===== src/rtl/multicycle_control_fsm_pkg.sv =====
// Shared types and encodings for the multicycle MIPS control FSM.
// Pure definitions, no logic or latency of its own.
// No flow control; consumed by the decoder, the interface users and the top.
package multicycle_control_fsm_pkg;

  // Opcodes (IR[31:26]) understood by the controller
  localparam logic [5:0] OP_RTYPE = 6'h00;
  localparam logic [5:0] OP_J     = 6'h02;
  localparam logic [5:0] OP_JAL   = 6'h03;
  localparam logic [5:0] OP_BEQ   = 6'h04;
  localparam logic [5:0] OP_BNE   = 6'h05;
  localparam logic [5:0] OP_ADDI  = 6'h08;
  localparam logic [5:0] OP_ANDI  = 6'h0c;
  localparam logic [5:0] OP_ORI   = 6'h0d;
  localparam logic [5:0] OP_LUI   = 6'h0f;
  localparam logic [5:0] OP_LW    = 6'h23;
  localparam logic [5:0] OP_SW    = 6'h2b;

  // Controller states; encodings 14 and 15 are unreachable
  typedef enum logic [3:0] {
    S_RESET     = 4'd0,
    S_FETCH     = 4'd1,
    S_DECODE    = 4'd2,
    S_R_EXEC    = 4'd3,
    S_R_WB      = 4'd4,
    S_I_EXEC    = 4'd5,
    S_I_WB      = 4'd6,
    S_MEM_ADDR  = 4'd7,
    S_MEM_READ  = 4'd8,
    S_MEM_WB    = 4'd9,
    S_MEM_WRITE = 4'd10,
    S_BRANCH    = 4'd11,
    S_JUMP      = 4'd12,
    S_JAL       = 4'd13
  } state_e;

  // ALU operation select
  localparam logic [2:0] ALU_ADD   = 3'b000;
  localparam logic [2:0] ALU_SUB   = 3'b001;
  localparam logic [2:0] ALU_LUI   = 3'b010;
  localparam logic [2:0] ALU_ADDI  = 3'b100;
  localparam logic [2:0] ALU_OR    = 3'b101;
  localparam logic [2:0] ALU_AND   = 3'b110;
  localparam logic [2:0] ALU_FUNCT = 3'b111;

  // Register-file write data select
  localparam logic [1:0] M2R_ALUOUT = 2'b00;
  localparam logic [1:0] M2R_MDR    = 2'b01;
  localparam logic [1:0] M2R_PC     = 2'b10;

  // Register-file write address select
  localparam logic [1:0] RDST_RT  = 2'b00;
  localparam logic [1:0] RDST_RD  = 2'b01;
  localparam logic [1:0] RDST_R31 = 2'b10;

  // ALU B operand select
  localparam logic [1:0] SRCB_B      = 2'b00;
  localparam logic [1:0] SRCB_FOUR   = 2'b01;
  localparam logic [1:0] SRCB_IMM    = 2'b10;
  localparam logic [1:0] SRCB_BRANCH = 2'b11;

  // PC source select
  localparam logic [1:0] PCS_ALU    = 2'b00;
  localparam logic [1:0] PCS_ALUOUT = 2'b01;
  localparam logic [1:0] PCS_JUMP   = 2'b10;

  // Complete datapath control word
  typedef struct packed {
    logic       pc_write;
    logic       pc_write_cond_eq;
    logic       pc_write_cond_ne;
    logic       i_or_d;
    logic       mem_read;
    logic       mem_write;
    logic       ir_write;
    logic [1:0] mem_to_reg;
    logic [1:0] reg_dst;
    logic       reg_write;
    logic       alu_src_a;
    logic [1:0] alu_src_b;
    logic       zero_ext;
    logic [2:0] alu_op;
    logic [1:0] pc_source;
    logic       instr_done;
    logic       illegal_op;
  } ctrl_t;

  // True for every opcode the DECODE state can dispatch
  function automatic logic op_is_legal(input logic [5:0] op);
    case (op)
      OP_RTYPE, OP_J, OP_JAL, OP_BEQ, OP_BNE, OP_ADDI,
      OP_ANDI, OP_ORI, OP_LUI, OP_LW, OP_SW: op_is_legal = 1'b1;
      default:                               op_is_legal = 1'b0;
    endcase
  endfunction

endpackage


===== src/rtl/multicycle_control_fsm_if.sv =====
// Control bundle between the multicycle controller and the MIPS datapath/memory.
// Wires only, no latency.
// mem_ready is the only handshake: the memory stretches an access by holding it low.
interface multicycle_control_fsm_if;
  logic [5:0] OP;
  logic       mem_ready;
  logic       PCWrite;
  logic       PCWriteCondEQ;
  logic       PCWriteCondNE;
  logic       IorD;
  logic       MemRead;
  logic       MemWrite;
  logic       IRWrite;
  logic [1:0] MemtoReg;
  logic [1:0] RegDst;
  logic       RegWrite;
  logic       ALUSrcA;
  logic [1:0] ALUSrcB;
  logic       ZeroExt;
  logic [2:0] ALUOp;
  logic [1:0] PCSource;
  logic       instr_done;
  logic       illegal_op;

  // Controller side
  modport master (
    input  OP, mem_ready,
    output PCWrite, PCWriteCondEQ, PCWriteCondNE, IorD, MemRead, MemWrite,
           IRWrite, MemtoReg, RegDst, RegWrite, ALUSrcA, ALUSrcB, ZeroExt,
           ALUOp, PCSource, instr_done, illegal_op
  );

  // Datapath / memory side
  modport slave (
    output OP, mem_ready,
    input  PCWrite, PCWriteCondEQ, PCWriteCondNE, IorD, MemRead, MemWrite,
           IRWrite, MemtoReg, RegDst, RegWrite, ALUSrcA, ALUSrcB, ZeroExt,
           ALUOp, PCSource, instr_done, illegal_op
  );
endinterface


===== src/rtl/multicycle_control_fsm_ctrl_word_decode.sv =====
// Maps controller state, opcode and mem_ready to the full datapath control word.
// Purely combinational, zero latency.
// Only IRWrite, PCWrite and instr_done in memory states follow mem_ready; all else is state-decoded.
module ctrl_word_decode
  import multicycle_control_fsm_pkg::*;
(
  input  state_e     state_i,
  input  logic [5:0] op_i,
  input  logic       mem_ready_i,
  output ctrl_t      ctrl_o
);

  // Control word per state; reset and unreachable encodings leave everything at 0
  always_comb begin
    ctrl_o = '0;
    case (state_i)
      S_FETCH: begin
        ctrl_o.mem_read  = 1'b1;
        ctrl_o.alu_src_b = SRCB_FOUR;
        ctrl_o.alu_op    = ALU_ADD;
        ctrl_o.pc_source = PCS_ALU;
        ctrl_o.ir_write  = mem_ready_i;
        ctrl_o.pc_write  = mem_ready_i;
      end
      S_DECODE: begin
        // Speculative branch target into ALUOut
        ctrl_o.alu_src_b = SRCB_BRANCH;
        ctrl_o.alu_op    = ALU_ADD;
        if (!op_is_legal(op_i)) begin
          ctrl_o.illegal_op = 1'b1;
          ctrl_o.instr_done = 1'b1;
        end
      end
      S_R_EXEC: begin
        ctrl_o.alu_src_a = 1'b1;
        ctrl_o.alu_src_b = SRCB_B;
        ctrl_o.alu_op    = ALU_FUNCT;
      end
      S_R_WB: begin
        ctrl_o.reg_dst    = RDST_RD;
        ctrl_o.mem_to_reg = M2R_ALUOUT;
        ctrl_o.reg_write  = 1'b1;
        ctrl_o.instr_done = 1'b1;
      end
      S_I_EXEC: begin
        ctrl_o.alu_src_a = 1'b1;
        ctrl_o.alu_src_b = SRCB_IMM;
        case (op_i)
          OP_ORI:  begin ctrl_o.alu_op = ALU_OR;  ctrl_o.zero_ext = 1'b1; end
          OP_ANDI: begin ctrl_o.alu_op = ALU_AND; ctrl_o.zero_ext = 1'b1; end
          OP_LUI:  ctrl_o.alu_op = ALU_LUI;
          default: ctrl_o.alu_op = ALU_ADDI;
        endcase
      end
      S_I_WB: begin
        ctrl_o.reg_dst    = RDST_RT;
        ctrl_o.mem_to_reg = M2R_ALUOUT;
        ctrl_o.reg_write  = 1'b1;
        ctrl_o.instr_done = 1'b1;
      end
      S_MEM_ADDR: begin
        ctrl_o.alu_src_a = 1'b1;
        ctrl_o.alu_src_b = SRCB_IMM;
        ctrl_o.alu_op    = ALU_ADD;
      end
      S_MEM_READ: begin
        ctrl_o.mem_read = 1'b1;
        ctrl_o.i_or_d   = 1'b1;
      end
      S_MEM_WB: begin
        ctrl_o.mem_to_reg = M2R_MDR;
        ctrl_o.reg_dst    = RDST_RT;
        ctrl_o.reg_write  = 1'b1;
        ctrl_o.instr_done = 1'b1;
      end
      S_MEM_WRITE: begin
        ctrl_o.mem_write  = 1'b1;
        ctrl_o.i_or_d     = 1'b1;
        ctrl_o.instr_done = mem_ready_i;
      end
      S_BRANCH: begin
        ctrl_o.alu_src_a        = 1'b1;
        ctrl_o.alu_src_b        = SRCB_B;
        ctrl_o.alu_op           = ALU_SUB;
        ctrl_o.pc_source        = PCS_ALUOUT;
        ctrl_o.pc_write_cond_eq = (op_i == OP_BEQ);
        ctrl_o.pc_write_cond_ne = (op_i == OP_BNE);
        ctrl_o.instr_done       = 1'b1;
      end
      S_JUMP: begin
        ctrl_o.pc_write   = 1'b1;
        ctrl_o.pc_source  = PCS_JUMP;
        ctrl_o.instr_done = 1'b1;
      end
      S_JAL: begin
        // PC already holds PC+4 from FETCH, so it is the link value
        ctrl_o.pc_write   = 1'b1;
        ctrl_o.pc_source  = PCS_JUMP;
        ctrl_o.reg_write  = 1'b1;
        ctrl_o.reg_dst    = RDST_R31;
        ctrl_o.mem_to_reg = M2R_PC;
        ctrl_o.instr_done = 1'b1;
      end
      default: ;
    endcase
  end

endmodule


===== src/rtl/multicycle_control_fsm.sv =====
// Multicycle MIPS controller: state register, next-state logic and retired-instruction counter.
// Controls valid in the same cycle as the state; BR/J/JAL 3, R/I/SW 4, LW 5 cycles at zero wait.
// FETCH, MEM_READ and MEM_WRITE hold with requests stable while mem_ready is low.
module multicycle_control_fsm
  import multicycle_control_fsm_pkg::*;
#(
  parameter int unsigned CNT_WIDTH = 32
) (
  input  logic                 clk,
  input  logic                 reset,
  multicycle_control_fsm_if.master bus,
  output logic [CNT_WIDTH-1:0] retired_cnt
);

  state_e               state_q;
  logic [CNT_WIDTH-1:0] retired_cnt_q;
  ctrl_t                ctrl;

  ctrl_word_decode u_decode (
    .state_i     (state_q),
    .op_i        (bus.OP),
    .mem_ready_i (bus.mem_ready),
    .ctrl_o      (ctrl)
  );

  assign bus.PCWrite       = ctrl.pc_write;
  assign bus.PCWriteCondEQ = ctrl.pc_write_cond_eq;
  assign bus.PCWriteCondNE = ctrl.pc_write_cond_ne;
  assign bus.IorD          = ctrl.i_or_d;
  assign bus.MemRead       = ctrl.mem_read;
  assign bus.MemWrite      = ctrl.mem_write;
  assign bus.IRWrite       = ctrl.ir_write;
  assign bus.MemtoReg      = ctrl.mem_to_reg;
  assign bus.RegDst        = ctrl.reg_dst;
  assign bus.RegWrite      = ctrl.reg_write;
  assign bus.ALUSrcA       = ctrl.alu_src_a;
  assign bus.ALUSrcB       = ctrl.alu_src_b;
  assign bus.ZeroExt       = ctrl.zero_ext;
  assign bus.ALUOp         = ctrl.alu_op;
  assign bus.PCSource      = ctrl.pc_source;
  assign bus.instr_done    = ctrl.instr_done;
  assign bus.illegal_op    = ctrl.illegal_op;
  assign retired_cnt       = retired_cnt_q;

  // Instruction sequencing; every terminal state and any stray encoding returns to FETCH
  always_ff @(posedge clk or negedge reset) begin
    if (!reset) begin
      state_q <= S_RESET;
    end else begin
      case (state_q)
        S_FETCH:     if (bus.mem_ready) state_q <= S_DECODE;
        S_DECODE: begin
          case (bus.OP)
            OP_RTYPE:                         state_q <= S_R_EXEC;
            OP_ADDI, OP_ORI, OP_ANDI, OP_LUI: state_q <= S_I_EXEC;
            OP_LW, OP_SW:                     state_q <= S_MEM_ADDR;
            OP_BEQ, OP_BNE:                   state_q <= S_BRANCH;
            OP_J:                             state_q <= S_JUMP;
            OP_JAL:                           state_q <= S_JAL;
            default:                          state_q <= S_FETCH;
          endcase
        end
        S_R_EXEC:    state_q <= S_R_WB;
        S_I_EXEC:    state_q <= S_I_WB;
        S_MEM_ADDR:  state_q <= (bus.OP == OP_SW) ? S_MEM_WRITE : S_MEM_READ;
        S_MEM_READ:  if (bus.mem_ready) state_q <= S_MEM_WB;
        S_MEM_WRITE: if (bus.mem_ready) state_q <= S_FETCH;
        default:     state_q <= S_FETCH;
      endcase
    end
  end

  // Count every completed instruction, illegal ones included; wraps naturally
  always_ff @(posedge clk or negedge reset) begin
    if (!reset) begin
      retired_cnt_q <= '0;
    end else if (ctrl.instr_done) begin
      retired_cnt_q <= retired_cnt_q + {{(CNT_WIDTH-1){1'b0}}, 1'b1};
    end
  end

endmodule


===== src/flat_wrapper.sv =====
// flat-port wrapper written by rule: the top's interface ports become plain ports
module multicycle_control_fsm_flat import multicycle_control_fsm_pkg::*;
#(
  parameter int unsigned CNT_WIDTH = 32
)
  (clk, reset, retired_cnt, bus_OP, bus_mem_ready, bus_PCWrite, bus_PCWriteCondEQ, bus_PCWriteCondNE, bus_IorD, bus_MemRead, bus_MemWrite, bus_IRWrite, bus_MemtoReg, bus_RegDst, bus_RegWrite, bus_ALUSrcA, bus_ALUSrcB, bus_ZeroExt, bus_ALUOp, bus_PCSource, bus_instr_done, bus_illegal_op);
  multicycle_control_fsm_if bus_i ();
  input  logic clk;
  input  logic reset;
  output logic [CNT_WIDTH-1:0] retired_cnt;
  input wire logic [$bits(bus_i.OP)-1:0] bus_OP;
  input wire logic [$bits(bus_i.mem_ready)-1:0] bus_mem_ready;
  output wire logic [$bits(bus_i.PCWrite)-1:0] bus_PCWrite;
  output wire logic [$bits(bus_i.PCWriteCondEQ)-1:0] bus_PCWriteCondEQ;
  output wire logic [$bits(bus_i.PCWriteCondNE)-1:0] bus_PCWriteCondNE;
  output wire logic [$bits(bus_i.IorD)-1:0] bus_IorD;
  output wire logic [$bits(bus_i.MemRead)-1:0] bus_MemRead;
  output wire logic [$bits(bus_i.MemWrite)-1:0] bus_MemWrite;
  output wire logic [$bits(bus_i.IRWrite)-1:0] bus_IRWrite;
  output wire logic [$bits(bus_i.MemtoReg)-1:0] bus_MemtoReg;
  output wire logic [$bits(bus_i.RegDst)-1:0] bus_RegDst;
  output wire logic [$bits(bus_i.RegWrite)-1:0] bus_RegWrite;
  output wire logic [$bits(bus_i.ALUSrcA)-1:0] bus_ALUSrcA;
  output wire logic [$bits(bus_i.ALUSrcB)-1:0] bus_ALUSrcB;
  output wire logic [$bits(bus_i.ZeroExt)-1:0] bus_ZeroExt;
  output wire logic [$bits(bus_i.ALUOp)-1:0] bus_ALUOp;
  output wire logic [$bits(bus_i.PCSource)-1:0] bus_PCSource;
  output wire logic [$bits(bus_i.instr_done)-1:0] bus_instr_done;
  output wire logic [$bits(bus_i.illegal_op)-1:0] bus_illegal_op;
  assign bus_i.OP = bus_OP;
  assign bus_i.mem_ready = bus_mem_ready;
  assign bus_PCWrite = bus_i.PCWrite;
  assign bus_PCWriteCondEQ = bus_i.PCWriteCondEQ;
  assign bus_PCWriteCondNE = bus_i.PCWriteCondNE;
  assign bus_IorD = bus_i.IorD;
  assign bus_MemRead = bus_i.MemRead;
  assign bus_MemWrite = bus_i.MemWrite;
  assign bus_IRWrite = bus_i.IRWrite;
  assign bus_MemtoReg = bus_i.MemtoReg;
  assign bus_RegDst = bus_i.RegDst;
  assign bus_RegWrite = bus_i.RegWrite;
  assign bus_ALUSrcA = bus_i.ALUSrcA;
  assign bus_ALUSrcB = bus_i.ALUSrcB;
  assign bus_ZeroExt = bus_i.ZeroExt;
  assign bus_ALUOp = bus_i.ALUOp;
  assign bus_PCSource = bus_i.PCSource;
  assign bus_instr_done = bus_i.instr_done;
  assign bus_illegal_op = bus_i.illegal_op;
  multicycle_control_fsm #(.CNT_WIDTH(CNT_WIDTH)) u_core (.clk(clk), .reset(reset), .bus(bus_i), .retired_cnt(retired_cnt));
endmodule

===== config.mk =====
export PLATFORM = sky130hd
export DESIGN_NAME = multicycle_control_fsm_flat
export DESIGN_NICKNAME = d
export VERILOG_FILES = /design/src/rtl/multicycle_control_fsm_pkg.sv /design/src/rtl/multicycle_control_fsm_if.sv /design/src/rtl/multicycle_control_fsm_ctrl_word_decode.sv /design/src/rtl/multicycle_control_fsm.sv /design/src/flat_wrapper.sv
export SDC_FILE = /design/constraint.sdc
export NUM_CORES = 1
export LEC_CHECK = 0
export CAP_MARGIN = 15
export CORE_AREA = 2 2 71 73
export CTS_CLUSTER_SIZE = 10
export DETAILED_ROUTE_END_ITERATION = 10
export DIE_AREA = 0 0 73 75
export HOLD_SLACK_MARGIN = 0.06
export PLACE_DENSITY = 0.79
export SYNTH_ARGS = -nofsm -noshare
export SYNTH_HDL_FRONTEND = slang
export SYNTH_HIERARCHICAL = 1
export SYNTH_SLANG_ARGS = --single-unit
export TNS_END_PERCENT = 100

===== constraint.sdc =====
create_clock -name clk -period 3.2 [get_ports clk]
set_clock_uncertainty 0.2 [all_clocks]
set_input_delay 0.96 -clock clk [delete_from_list [all_inputs] [get_ports clk]]
set_output_delay 0.96 -clock clk [all_outputs]
set_load 0.005 [all_outputs]

==> summary.md, run 1 <==
| Metric | Value |
|---|---|
| Drt pass-1 iters | `4` |
| Initial core utilization | `47.14%` |
| Worst r2r dst | `u_core/retired_cnt[31]$_DFFE_PN0P_` |
| Post-CTS Hold Buffers | `0` |
| Peak VDD IR | `0.0002790 V` |
| ANT cells | `0` |
| Port-buffer cells | `63` |
| Sw Ratio | `34.90%` |
| Rows | `25` |
| Register bit total from synthesis | `36` |
| Syn Nets | `251` |
| Clk Latency, worst-skew pair | `0.29 ns` |
| Adder-cell share of the synthesized area | `0.5695%` |
| Final nets | `338` |
| Total gr overflow | `0` |
| Final period util | `98.08%` |
| Fin Setup TNS | `0 ns` |
| Worst hold slack | `0.2626 ns` |
| Final setup violation count | `0` |
| Top Family by Delay on Critical Path | `simple AND/OR/NAND/NOR gates` |
| Min Tclk post-route | `3.139 ns` |
| CP Capture Type | `output pin` |
| Fin worst setup slack | `0.06145 ns` |
| H-tree Lvls | `2` |
| Syn_area_per_cell | `9.117 sq um` |
| Syn Inst Count | `241` |
| CP max stage cell | `or3_4` |
| Worst setup SP type | `input port` |
| Slew @ Worst Pin | `0.4603 ns` |
| Worst min path class | `flop to flop` |
| Max-Cap Viols | `0` |
| Proportion of synthesized area in mux cells | `0.5125%` |
| Worst r2r src | `u_core/state_q[2]$_DFFE_PN0P_` |
| TritonCTS Buffers | `5` |
| Proportion of layout cells with a drive suffix above 1 | `22.80%` |
| CTS tree | `built` |
| EDFF count, synth | `0` |
| Crit-path cells | `clkdlybuf4s15_2, nor2_4, nand3_2, or3_4, a21oi_2, buf_2` |
| Floorplan die height | `75 um` |
| Via-to-Cell Ratio | `5.214` |
| Clock-pin slew of the registers on the worst-case setup and hold paths | `0.07 ns` |
| Synth-to-layout area growth | `42.71%` |
| Clock Tree Root | `clkbuf_8` |
| LEAKAGE | `1.391 nW` |
| Synth Area in XOR/XNOR | `13.15%` |
| DRT iter0 DRCs | `70` |
| Min-delay src | `u_core/retired_cnt[31]$_DFFE_PN0P_` |
| Largest family of logic cells by synthesized area | `simple AND/OR/NAND/NOR gates` |
| Required @ worst endpoint | `2.04 ns` |
| Post-place setup slack | `-0.6970 ns` |
| Int Power | `1.108 mW` |
| Top cell type by total area after synthesis | `dfrtp_1` |
| Antenna viol nets, final | `0` |
| Wire per inst | `13.09 um` |
| Pwr Density | `542.7 mW/mm^2` |
| R2r worst-path depth | `11` |
| Share of the synthesized area in the top cell type | `41.00%` |
| Async SR Flop Fraction | `100.0%` |
| Drt drc | `0` |
| Horiz. Die Dim | `73 um` |
| Pin count of the biggest net entering global routing | `37` |
| Unrepaired setup endpoints after global routing | `no` |
| CTS Buffer Depth | `2` |
| Max Freq | `318.6 MHz` |
| Hold Path End | `u_core/retired_cnt[31]$_DFFE_PN0P_` |
| Synth unique cells | `52` |
| Vias in the first global route | `1871` |
| Synth Cell Area | `0.002197 sq mm` |
| Core ar. | `0.004661 sq mm` |
| Worst Path Buf+Inv | `2` |
| Largest cells by area after synthesis | `dfrtp_1, xnor2_1, xor2_1` |
| Fin. Hold Viols | `0` |
| Vias | `1997` |
| DRT Wirelength | `5012 um` |
| GRT Util Overall | `18.99%` |
| Initial antenna violation count | `0` |
| First-pass GRT wire length | `8162 um` |
| I/O pin total | `64` |
| CP Max Fanout | `3` |
| Power share of the combinational group | `43.2%` |
| Sw power | `0.5938 mW` |
| Simple-gate share of the synthesized area | `28.87%` |
| Complex-gate fraction of the synthesized area | `9.909%` |
| Relative slew slack | `69.31%` |
| Clk network pwr share | `19.8%` |
| Critical path class | `input port to output pin` |
| Reg2reg setup slack | `0.27 ns` |
| Pins Over Slew Limit | `0` |
| Gp weighted congestion | `0.8627` |
| Sequential share of the synthesized area | `41.00%` |
| Sink Count | `36` |
| Crit path largest cell delay | `0.37 ns` |
| Ys flop type | `dfrtp_1` |
| Hold path cells | `1` |
| Status | `complete, no violations` |
| Final HPWL DP | `3736 um` |
| Die area | `0.005475 sq mm` |
| Critical Path AT | `1.98 ns` |
| Syn. warnings | `6` |
| Seq pwr share | `37.0%` |
[cell families (layout without fill, tap and decap cells)]
family	count (synthesis)	in the layout
AOI/OAI and AO/OA	34	34
DFF	36	36
and+or+nand+nor	111	111
muxes	1	1
buffers and inverters	25	113
adders and majority gates	1	1
xor gates and xnor gates	33	33
[cell usage after synthesis, types with 2 or more instances]
| master | number |
|---|---|
| dfrtp_1 | 36 |
| nor2_1 | 31 |
| nand2_1 | 23 |
| xnor2_1 | 17 |
| xor2_1 | 16 |
| inv_1 | 15 |
| a21oi_1 | 11 |
| nor3_1 | 9 |
| nand3_1 | 8 |
| nand4_1 | 6 |
| o21ai_0 | 6 |
| and3_1 | 5 |
| nand2b_1 | 5 |
| buf_4 | 3 |
| clkbuf_1 | 3 |
| nor4_1 | 3 |
| a21boi_0 | 2 |
| a31oi_1 | 2 |
| buf_6 | 2 |
| nand2b_4 | 2 |
| nand3_2 | 2 |
| nand3b_1 | 2 |
| nor3b_1 | 2 |
| o31ai_1 | 2 |
[worst max-delay path by stage]
stage | start | endpoint | cells after the start
detailed placement | bus_OP[5] | bus_ALUOp[1] | 6
global placement | bus_OP[5] | bus_ALUOp[1] | 6
finish | bus_OP[4] | bus_ALUOp[1] | 6
CTS | bus_OP[1] | bus_illegal_op | 6
global route | bus_OP[1] | bus_illegal_op | 6
floorplan | bus_OP[1] | u_core/retired_cnt[28]$_DFFE_PN0P_ | 9
[area by class of cell]
cell class / count / area, sq um
fill: 374 / 1525
multi-input combinational: 180 / 1229
sequential: 36 / 902.1
timing repair buffer: 90 / 787.0
clock buffer: 7 / 86.33
tap: 54 / 67.56
inverter: 15 / 56.30
clock inverter: 1 / 7.507
[worst reg2reg max path: cells and delay by family, from the launching register on]
family / cells / cell delay [ns]
flops: 1 / 0.63
xor+xnor: 1 / 0.15
simple gates: 5 / 1.24
compound gates: 3 / 0.40
buf+inv: 2 / 0.24
[power groups by stage]
stage	sequential (mW)	combinational, mW	clock [mW]
floorplan	0.593	0.400	0
global placement	0.628	0.729	0
detailed placement	0.633	0.737	0
CTS	0.626	0.738	0.343
global route	0.644	0.803	0.361
finish	0.630	0.736	0.336
[cell usage in the layout (no fill, tap or decap), types with 4 or more instances in the layout]
cell type | synthesis | final
clkdlybuf4s50_1 | 0 | 46
dfrtp_1 | 36 | 35
buf_4 | 3 | 29
nor2_1 | 31 | 29
nand2_1 | 23 | 23
xnor2_1 | 17 | 17
xor2_1 | 16 | 16
inv_1 | 15 | 14
a21oi_1 | 11 | 8
nand3_1 | 8 | 8
clkbuf_8 | 1 | 6
buf_2 | 1 | 6
nor3_1 | 9 | 6
nand4_1 | 6 | 6
nand2b_1 | 5 | 5
o21ai_0 | 6 | 5
and3_1 | 5 | 5
dlygate4sd2_1 | 0 | 4
nor3_2 | 1 | 4
a21oi_2 | 1 | 4
[state kept, by name, indices dropped and copies added (netlist names)]
signal and cells:
u_core/retired_cnt 32, u_core/state_q 4
[timing repair]
item,CTS,global route
gates resized for setup,53,20
pin swaps,11,12
endpoints found under the setup margin,31,20
setup buffers,3,0
[metal layers]
layer	track usage [%]	routed length, um	vias up	part of all wire [%]
met4	7.819	50	0	1.0
met2	32.73	2583	44	52
met1	23.50	2228	948	44
li1	-	-	1000	-
met3	3.481	150	5	3.0
met5	0	0	-	0
[metrics by stage]
step	instances	instance area [sq um]	util [%]	total power [mW]
final	383	3136	67.28	1.702
after global routing	383	3136	67.28	1.809
after CTS	384	3123	67.01	1.707
after detailed placement	373	3008	64.54	1.369
after global placement	373	3008	64.54	1.357
after floorplan	241	2197	-	0.9938
Power figures use the tool's default switching activity.
==> run 2: changes to the inputs <==
==> constraint.sdc (replaced) <==
create_clock -name clk -period 3.2 [get_ports clk]
set_clock_uncertainty 0.2 [all_clocks]
set_input_delay 0.96 -clock clk [delete_from_list [all_inputs] [get_ports clk]]
set_output_delay 0.96 -clock clk [all_outputs]
set_load 0.1 [all_outputs]
==> run 2 against run 1 <==
Against the previous run:
- critical endpoint unchanged
- worst setup slack lost 0.038 ns
- routed wire length increased by 11%
- non-clock buffer count rose by 4
- clock-buffer cell count unchanged
- critical path type unchanged
==> summary.md, run 2 (same netlist as run 1, synthesis figures left out) <==
| Metric | Value |
|---|---|
| Status | `complete, no violations` |
| Fin. Hold Viols | `0` |
| CP Max Fanout | `5` |
| H-tree Lvls | `2` |
| GRT Util Overall | `21.78%` |
| Proportion of layout cells with a drive suffix above 1 | `46.55%` |
| Pin count of the biggest net entering global routing | `37` |
| Final nets | `342` |
| Total gr overflow | `0` |
| Metal3 WL | `186 um` |
| Peak VDD IR | `0.0008929 V` |
| Max FFs per register | `32` |
| Sink Count | `36` |
| CP max stage cell | `or3_4` |
| Final instance area | `0.003576 sq mm` |
| Die area | `0.005475 sq mm` |
| Rows | `25` |
| Final HPWL DP | `4202 um` |
| Port-buffer cells | `63` |
| Clock-pin slew of the registers on the worst-case setup and hold paths | `0.07 ns` |
| Drt drc | `0` |
| Vias | `2098` |
| Metal2 WL | `3053 um` |
| Worst setup SP type | `input port` |
| Min Tclk post-route | `3.177 ns` |
| Fin worst setup slack | `0.02343 ns` |
| Final period util | `99.27%` |
| Pwr Density | `820.3 mW/mm^2` |
| Placed Cells | `376` |
| CP Capture Type | `output pin` |
| Critical path class | `input port to output pin` |
| ANT cells | `0` |
| Unrepaired setup endpoints after global routing | `yes` |
| CTS tree | `built` |
| Post-DP Area | `0.003395 sq mm` |
| Pins Over Slew Limit | `0` |
| Core ar. | `0.004661 sq mm` |
| Final std cells w/o fill | `387` |
| Drt pass-1 iters | `4` |
| Post-place setup slack | `-0.5274 ns` |
| Clock Tree Root | `clkbuf_8` |
| Critical Path AT | `2.02 ns` |
| Floorplan die height | `75 um` |
| CTS Buffer Depth | `2` |
| Slew @ Worst Pin | `0.5008 ns` |
| I/O pin total | `64` |
| Top Family by Delay on Critical Path | `simple AND/OR/NAND/NOR gates` |
| Synth-to-layout area growth | `62.76%` |
| Crit path largest cell delay | `0.38 ns` |
| Worst min path class | `flop to flop` |
| DRT iter0 DRCs | `117` |
| Antenna viol nets, final | `0` |
| First-pass GRT wire length | `9197 um` |
| Vias in the first global route | `2029` |
| DRT Wirelength | `5540 um` |
| TritonCTS Buffers | `5` |
| Required @ worst endpoint | `2.04 ns` |
| Crit-path cells | `buf_12, nor2_4, nand3_4, or3_4, a21oi_4, buf_12` |
| Most common cell after layout, fill and taps aside | `buf_4` |
| Initial core utilization | `47.14%` |
| M1 wire length | `2171 um` |
| Horiz. Die Dim | `73 um` |
| Max Freq | `314.8 MHz` |
| Via-to-Cell Ratio | `5.421` |
| LEAKAGE | `1.573 nW` |
| Relative slew slack | `66.61%` |
| Wire per inst | `14.32 um` |
| Final setup violation count | `0` |
| CP dominant cell by count | `buf_12` |
| Gp weighted congestion | `0.7484` |
| Clk Latency, worst-skew pair | `0.29 ns` |
| Worst Path Buf+Inv | `2` |
| Initial antenna violation count | `0` |
| Max-Cap Viols | `0` |
| Commonest non-fill, non-tap cells in the layout | `buf_4, dfrtp_1, buf_12, nand2_1, xnor2_1` |
| Top Layer Used | `met4` |
| Post-CTS Hold Buffers | `0` |
==> run 2: layout make-up <==
class,count,area [sq um]
clock buffers,7,86.33
inverters,15,56.30
fillers,323,1085
repair buffers,94,1032
clock inverters,1,7.507
well taps,54,67.56
multi-input cells,180,1424
flip-flops and latches,36,902.1
==> run 2: timing repair <==
| action | in CTS | in global routing |
|---|---|---|
| pin swaps | 10 | 10 |
| gates cloned | 0 | 0 |
| resized for setup | 43 | 6 |
| setup buffers | 3 | 0 |
| endpoints found under the setup margin | 23 | 6 |
==> run 2: power by group <==
group          leakage [nW]  total (mW)  internal [mW]  switching [mW]
logic                  1.07        1.96          0.642            1.32
clock network        0.0445       0.332          0.175           0.157
registers             0.460       0.639          0.515           0.124
total                  1.57        2.93           1.33            1.60
==> run 2: stage by stage <==
| step | hold slack (ns) | utilization, % | setup TNS (ns) | total power [mW] |
|---|---|---|---|---|
| floorplan | 0.3954 | - | -5.743 | 1.982 |
| global placement | 0.2629 | 72.83 | -9.453 | 2.579 |
| detailed placement | 0.2583 | 72.83 | -11.05 | 2.600 |
| CTS | 0.2715 | 76.19 | -0.0003546 | 2.944 |
| global route | 0.2915 | 76.72 | -0.03817 | 3.047 |
| finish | 0.2659 | 76.72 | 0 | 2.933 |
==> run 2: layer usage <==
| metal | vias up | global-route usage [%] |
|---|---|---|
| met5 | - | 0 |
| met3 | 12 | 3.882 |
| met4 | 0 | 10.08 |
| met1 | 1028 | 25.30 |
| li1 | 1011 | - |
| met2 | 47 | 39.04 |
==> run 2: path summary, 6_finish.rpt <==
check / start / endpoint / slack, ns / cells after the start
worst max-delay path: bus_OP[5] / bus_ALUOp[1] / 0.02 / 6
worst min-delay path: u_core/retired_cnt[31]$_DFFE_PN0P_ / u_core/retired_cnt[31]$_DFFE_PN0P_ / 0.27 / 1
worst max register to register: u_core/state_q[1]$_DFFE_PN0P_ / u_core/retired_cnt[28]$_DFFE_PN0P_ / 0.30 / 10
worst min register to register: u_core/retired_cnt[31]$_DFFE_PN0P_ / u_core/retired_cnt[31]$_DFFE_PN0P_ / 0.27 / 1
max in group asynchronous: reset / u_core/state_q[2]$_DFFE_PN0P_ / 1.58 / 2
min in group asynchronous: reset / u_core/retired_cnt[0]$_DFFE_PN0P_ / 0.89 / 2
==> run 2: worst register-to-register path, cell delays in order, from the launching register on <==
cell and delay, ns:
dfrtp_1 0.65, nor2_1 0.17, a31oi_1 0.17, o211ai_1 0.16
a21oi_4 0.20, buf_4 0.14, and3_4 0.20, nand4_4 0.10
or4_4 0.49, nor4_4 0.16, xor2_1 0.18
